==> src/rtl/mux_2x1_arbiter.sv <==
// Packet-aware round-robin 2:1 arbiter driving the select of one valid/ready data mux.
// Grant appears one cycle after an IDLE request; downstream ready passes straight to the granted requester; no storage.
module mux_2x1_arbiter #(
  parameter int DATA_W = 8
) (
  input  logic              clk,
  input  logic              rst_n,
  input  logic              req0_valid,
  input  logic [DATA_W-1:0] req0_data,
  input  logic              req0_last,
  output logic              req0_ready,
  input  logic              req1_valid,
  input  logic [DATA_W-1:0] req1_data,
  input  logic              req1_last,
  output logic              req1_ready,
  output logic              out_valid,
  output logic [DATA_W-1:0] out_data,
  output logic              out_last,
  input  logic              out_ready,
  output logic              sel,
  output logic              busy
);

  typedef enum logic [1:0] {
    IDLE   = 2'd0,
    GRANT0 = 2'd1,
    GRANT1 = 2'd2
  } state_t;

  state_t state_q, state_d;
  logic   sel_q, sel_d;
  logic   prio_q, prio_d;

  always_ff @(posedge clk) begin
    if (!rst_n) begin
      state_q <= IDLE;
      sel_q   <= 1'b0;
      prio_q  <= 1'b0;
    end else begin
      state_q <= state_d;
      sel_q   <= sel_d;
      prio_q  <= prio_d;
    end
  end

  always_comb begin
    state_d    = state_q;
    sel_d      = sel_q;
    prio_d     = prio_q;
    out_valid  = 1'b0;
    out_last   = 1'b0;
    req0_ready = 1'b0;
    req1_ready = 1'b0;

    case (state_q)
      IDLE: begin
        if (req0_valid && (!req1_valid || !prio_q)) begin
          state_d = GRANT0;
          sel_d   = 1'b0;
        end else if (req1_valid) begin
          state_d = GRANT1;
          sel_d   = 1'b1;
        end
      end
      GRANT0: begin
        out_valid  = req0_valid;
        out_last   = req0_last;
        req0_ready = out_ready;
        // End of packet: hand over without a bubble if the other side is waiting
        if (req0_valid && out_ready && req0_last) begin
          prio_d = 1'b1;
          if (req1_valid) begin
            state_d = GRANT1;
            sel_d   = 1'b1;
          end else begin
            state_d = IDLE;
          end
        end
      end
      GRANT1: begin
        out_valid  = req1_valid;
        out_last   = req1_last;
        req1_ready = out_ready;
        if (req1_valid && out_ready && req1_last) begin
          prio_d = 1'b0;
          if (req0_valid) begin
            state_d = GRANT0;
            sel_d   = 1'b0;
          end else begin
            state_d = IDLE;
          end
        end
      end
      default: begin
        state_d = IDLE;
      end
    endcase

    // A reset cycle must never complete a handshake
    if (!rst_n) begin
      out_valid  = 1'b0;
      out_last   = 1'b0;
      req0_ready = 1'b0;
      req1_ready = 1'b0;
    end
  end

  assign out_data = sel_q ? req1_data : req0_data;
  assign sel      = sel_q;
  assign busy     = (state_q != IDLE);

endmodule
==> config.mk <==
export PLATFORM = sky130hd
export DESIGN_NAME = mux_2x1_arbiter
export DESIGN_NICKNAME = d
export VERILOG_FILES = /design/src/rtl/mux_2x1_arbiter.sv
export SDC_FILE = /design/constraint.sdc
export NUM_CORES = 1
export LEC_CHECK = 0
export CAP_MARGIN = 20
export CORE_UTILIZATION = 38
export CTS_BUF_LIST = sky130_fd_sc_hd__clkbuf_4 sky130_fd_sc_hd__clkbuf_8
export DETAILED_ROUTE_END_ITERATION = 10
export GPL_TIMING_DRIVEN = 0
export PLACE_DENSITY = 0.87
export REMOVE_ABC_BUFFERS = 1
export SLEW_MARGIN = 10
export SYNTH_ARGS = -nofsm -noshare
export SYNTH_HDL_FRONTEND = slang
export SYNTH_SLANG_ARGS = --single-unit
==> constraint.sdc <==
create_clock -name clk -period 2.3 [get_ports clk]
set_input_delay 0.23 -clock clk [delete_from_list [all_inputs] [get_ports clk]]
set_output_delay 0.23 -clock clk [all_outputs]
set_load 0.005 [all_outputs]
==> results of run 1 <==
metrics by stage:
stage	util (%)	power, mW	setup WS (ns)	cells	hold slack [ns]
global route	68.7	0.948	0.134	114	0.556
CTS	68.7	0.868	0.256	114	0.520
global placement	67.0	0.755	0.429	111	0.511
detailed placement	67.0	0.772	0.424	111	0.515
finish	68.7	0.865	0.258	114	0.519
floorplan	-	0.506	0.767	60	0.364
cell families (layout without fill, tap and decap cells):
family	Yosys count	count (layout)	synth area share [%]
and+or+nand+nor	22	22	21.6
adders and majority gates	6	6	13.9
buffers and inverters	11	45	10.9
muxes	8	8	16.7
DFF	4	4	14.8
AOI/OAI and AO/OA	14	14	22.0
flip-flops by register name (all words and copies together), names as in the netlist:
register,count
prio_q,1
sel,1
state_q,2
cells in the mapped netlist:
cell	n	share of area, %
a221oi_1	2	3.2
and3_1	1	1.2
nand4_1	3	3.5
buf_2	2	1.9
nand2_1	6	4.2
ha_1	6	14
nor2b_1	2	2.3
nand4b_1	1	1.6
a31o_2	1	1.6
buf_6	2	4.2
nor2_1	3	2.1
or2_1	1	1.2
a22o_2	1	1.9
a21oi_1	1	0.93
nor3b_1	1	1.4
nand3_1	3	2.8
a31oi_1	1	1.2
inv_1	6	4.2
and3_2	1	1.4
clkbuf_1	1	0.70
o221a_1	1	2.1
o32ai_1	2	3.2
a32oi_1	1	1.6
o311a_1	1	1.9
a22o_1	1	1.6
dfxtp_1	4	15
a22oi_1	2	2.8
mux2_2	8	17
routing by layer:
metal,share of wire [%],wire length [um]
met3,11,171
met5,0,0
met1,42,653
met4,1.2,19
met2,46,725
worst paths after layout:
kind                                  from         end  slack [ns]
worst max-delay path            state_q[0]    out_last        0.26
worst min-delay path            state_q[1]  state_q[1]        0.52
worst max register to register  state_q[1]         sel        0.64
worst min register to register  state_q[1]  state_q[1]        0.52
where the power goes:
group	internal (mW)	switching, mW	total [mW]
clock network	0.0584	0.0287	0.0870
logic	0.374	0.249	0.623
registers	0.0994	0.0562	0.156
area by class of cell:
| type | count | area, um2 |
|---|---|---|
| Fill cell | 110 | 413 |
| Multi-Input combinational cell | 50 | 400 |
| Timing Repair Buffer | 36 | 360 |
| Sequential cell | 4 | 80.1 |
| Clock buffer | 3 | 22.5 |
| Inverter | 6 | 22.5 |
| Tap cell | 15 | 18.8 |
tightest hold or removal path: stages, from the launching register on:
cell,delay [ns]
dfxtp_1,0.33
nand2_1,0.06
o32ai_1,0.07
==> impl_metrics.ini, run 1 <==
[cts]
cts_tree = yes
cts_resized = 0
numCtsBuffers = 3
htreeDepth = 1
cts_hold_buf = 0
cts_setup_buffers = 0
cts.path.max_buffers = 2
cts_root_buf = clkbuf_4
clock_latency_ns = 0.24
path_clk_slew_ns = 0.04
clock-sinks = 4

[critical_path]
cpLargestDelayFamily = buffers and inverters
crit_path_end_kind = primary output
cp_data_required_time_ns = 2.07
crit_chain = inv_1, ha_1, a22oi_1, nor2_1, clkdlybuf4s50_1
startpoint_type = flop
crit_arrival_ns = 1.81
r2r_cells = 5
path_class = flop to primary output
crit_slowest_cell = clkdlybuf4s50_1
cp.depth = 5
cp_slowest_stage_delay_ns = 0.50
crit_path_max_fanout = 10
crit_buf_inv = 2

[routing]
first_pass_iters = 5
vias = 646
vias_per_cell = 5.67
wire_per_inst_um = 13.8
finalWirelength_um = 1570
drt_iter0_markers = 13
drc = 0
drtAntennaViolNets = 0

[synthesis]
ys_seq_elements = 4
seq_area_frac_synth_pct = 14.8
postSynthAreaPerCell_um2 = 8.30
netlist_area_um2 = 539
yosysWarnings = 0
ys_types = 28
synth_cells = 65

[global_routing]
grt_pass1_vias = 529
grt_pass1_wl_um = 2220
top_usage_layer = met2
gr-usage-met1_pct = 25.8
grt_use_total_pct = 21.7
grt_start_max_net_pins = 11
antenna_found_initial = 0
grt_overflow = 0
grt.met3_usage_pct = 7.39
met2_usage_pct = 35.7

[sta]
rsz0062_at_grt = false
hold_viol_final = 0
post-route-period-util_pct = 88.8
worstMarginPinSlew_ns = 0.402
slew_headroom_pct = 73.2
setup_viol_count_final = 0
fin_crit_ns = 2.04
fmax_mhz = 490
slew_violations = 0
timing.setup.tns_ns = 0
clock-skew-final_ns = 0.00403

[layout]
stdcell_area_um2 = 905
syn2layout_area_growth_pct = 67.7
drive_above_1_share_pct = 14.1
diodes = 0
mostFrequentLayoutCells = 36 x clkdlybuf4s50_1, 8 x mux2_2, 6 x inv_1, 6 x nand2_1, 6 x ha_1
final_common_cell = clkdlybuf4s50_1
finish.net_count = 130

[die]
core_mm2 = 0.00132
die-height_um = 39.7
dieArea_mm2 = 0.00157
row_count = 13
die_w_um = 39.7
ios = 37
initial_utilization_pct = 40.9

[placement]
hpwl_um = 1250
place_congestion = 0.894
port_buffers = 36
dpl_cell_area_um2 = 882

[power]
ir_worst_vdd_v = 0.000553
power_leakage_nw = 0.351
power.density_mw_per_mm2 = 957

[outcome]
run_status = finished, final reports clean

[flow_run]
cap_viol_max_count = 0

[worst_hold_path]
min_path_cells = 2
min_path_type = flop to flop
Power figures use the tool's default switching activity.
==> run 2: changes to the inputs <==
--- a/config.mk
+++ b/config.mk
@@ -10,7 +10,7 @@
 export CTS_BUF_LIST = sky130_fd_sc_hd__clkbuf_4 sky130_fd_sc_hd__clkbuf_8
 export DETAILED_ROUTE_END_ITERATION = 10
 export GPL_TIMING_DRIVEN = 0
-export PLACE_DENSITY = 0.87
+export PLACE_DENSITY = 0.83
 export REMOVE_ABC_BUFFERS = 1
 export SLEW_MARGIN = 10
 export SYNTH_ARGS = -nofsm -noshare
==> run 2 against run 1 <==
Non-clock buffer count stayed put; setup slack better by 0.0064 ns; clock power is 1% lower; total power is 1.5% lower; sequential power hardly changed; core utilization stayed put; via count is 0.77% higher; critical endpoint unchanged; largest power group unchanged.
==> impl_metrics.ini, run 2 (synthesized netlist as in run 1, its figures left out) <==
[cts]
cts.path.max_buffers = 2
cts_setup_buffers = 0
path_clk_slew_ns = 0.03
htreeDepth = 1
cts_hold_buf = 0
numCtsBuffers = 3
clock-sinks = 4
clock_latency_ns = 0.23
cts_tree = yes
cts_root_buf = clkbuf_4
cts_resized = 0

[global_routing]
grt_pass1_vias = 509
grt_pass1_wl_um = 1930
antenna_found_initial = 0
grt_overflow = 0
grt_start_max_net_pins = 11
grt_use_total_pct = 18.0

[critical_path]
cp_data_required_time_ns = 2.07
crit_path_max_fanout = 10
startpoint_type = flop
crit_path_end_kind = primary output
crit_arrival_ns = 1.81
path_class = flop to primary output

[die]
die-height_um = 39.7
ios = 37
dieArea_mm2 = 0.00157
initial_utilization_pct = 40.9
core_mm2 = 0.00132
row_count = 13
die_w_um = 39.7

[placement]
dpl.cell_count = 111
place_congestion = 0.843
port_buffers = 36
post-place-ws_ns = 0.426
hpwl_um = 1120

[sta]
rsz0062_at_grt = false
fin_hold_ws_ns = 0.523
clock-skew-final_ns = 0.00413
slew_violations = 0
finalWorstSetupSlack_ns = 0.264
fmax_mhz = 491
setup_viol_count_final = 0
fin_crit_ns = 2.04
hold_viol_final = 0
worstMarginPinSlew_ns = 0.387
timing.setup.tns_ns = 0
post-route-period-util_pct = 88.5
slew_headroom_pct = 74.2

[routing]
drc = 0
drt_iter0_markers = 18
drtAntennaViolNets = 0
wire_per_inst_um = 12.3
vias_per_cell = 5.71
wl_met1_um = 503
first_pass_iters = 4
top_layer_used = met3
met2_length_um = 659
vias = 651
finalWirelength_um = 1400
wl_met3_um = 235

[layout]
largest_reg_flops = 2
syn2layout_area_growth_pct = 67.7
diodes = 0
finish.net_count = 130
mostFrequentLayoutCells = 36 x clkdlybuf4s50_1, 8 x mux2_2, 6 x inv_1, 6 x nand2_1, 6 x ha_1
register_area_um2 = 80.1
layout.cells.non_filler = 114
regMostFlops = state_q
drive_above_1_share_pct = 14.1
nFillCells = 111
multi_input_area_um2 = 400
final_common_cell = clkdlybuf4s50_1

[outcome]
run_status = finished, final reports clean

[power]
power.density_mw_per_mm2 = 942
power_mw = 0.852
power_leakage_nw = 0.351
ir_worst_vdd_v = 0.000552

[flow_run]
cap_viol_max_count = 0

[worst_hold_path]
min_path_type = flop to flop
[run 2: cell counts in the layout (fill, tap and decap cells not counted)]
Identical to the previous run, type by type.
[run 2: path summary, 6_finish.rpt]
path              startpoint         end  slack (ns)  depth (start not counted)
setup reg to reg  state_q[1]         sel        0.62                          5
hold / removal    state_q[1]  state_q[1]        0.52                          2
setup / recovery  state_q[0]    out_last        0.26                          5
hold reg to reg   state_q[1]  state_q[1]        0.52                          2
[run 2: metrics by stage]
step	area, um2	util, %
floorplan	503	-
global placement	882	67.0
detailed placement	882	67.0
CTS	905	68.7
global route	905	68.7
finish	905	68.7
[run 2: routing by layer]
metal	vias to the layer above	GRT usage, %
li1	310	-
met2	49	33.6
met1	292	18.3
met3	0	7.39
met5	-	0
met4	0	3.45
[run 2: worst max-delay path: stages, from the launching register on]
cell and delay, ns:
dfxtp_1 0.35, inv_1 0.12, ha_1 0.36, a22oi_1 0.14
nor2_1 0.10, clkdlybuf4s50_1 0.50
[run 2: layout make-up]
cell class | instances | share of cell area [%]
Clock buffer | 3 | 2.49
Inverter | 6 | 2.49
Multi-Input combinational cell | 50 | 44.3
Sequential cell | 4 | 8.85
Tap cell | 15 | 2.07
Timing Repair Buffer | 36 | 39.8
[run 2: report_power, final]
| group | total, mW | internal [mW] | leakage [nW] | switching (mW) |
|---|---|---|---|---|
| Clock | 0.0861 | 0.0583 | 0.0138 | 0.0278 |
| Combinational | 0.613 | 0.373 | 0.304 | 0.240 |
| Sequential | 0.153 | 0.0994 | 0.0328 | 0.0536 |
==> run 3: changes to the inputs <==
--- a/config.mk
+++ b/config.mk
@@ -5,14 +5,14 @@
 export SDC_FILE = /design/constraint.sdc
 export NUM_CORES = 1
 export LEC_CHECK = 0
-export CAP_MARGIN = 20
+export CAP_MARGIN = 5
 export CORE_UTILIZATION = 38
 export CTS_BUF_LIST = sky130_fd_sc_hd__clkbuf_4 sky130_fd_sc_hd__clkbuf_8
 export DETAILED_ROUTE_END_ITERATION = 10
 export GPL_TIMING_DRIVEN = 0
 export PLACE_DENSITY = 0.83
 export REMOVE_ABC_BUFFERS = 1
-export SLEW_MARGIN = 10
+export SLEW_MARGIN = 20
 export SYNTH_ARGS = -nofsm -noshare
 export SYNTH_HDL_FRONTEND = slang
 export SYNTH_SLANG_ARGS = --single-unit
==> results of run 3 <==
Final layout, timing and power as in run 2 (identical DEF).
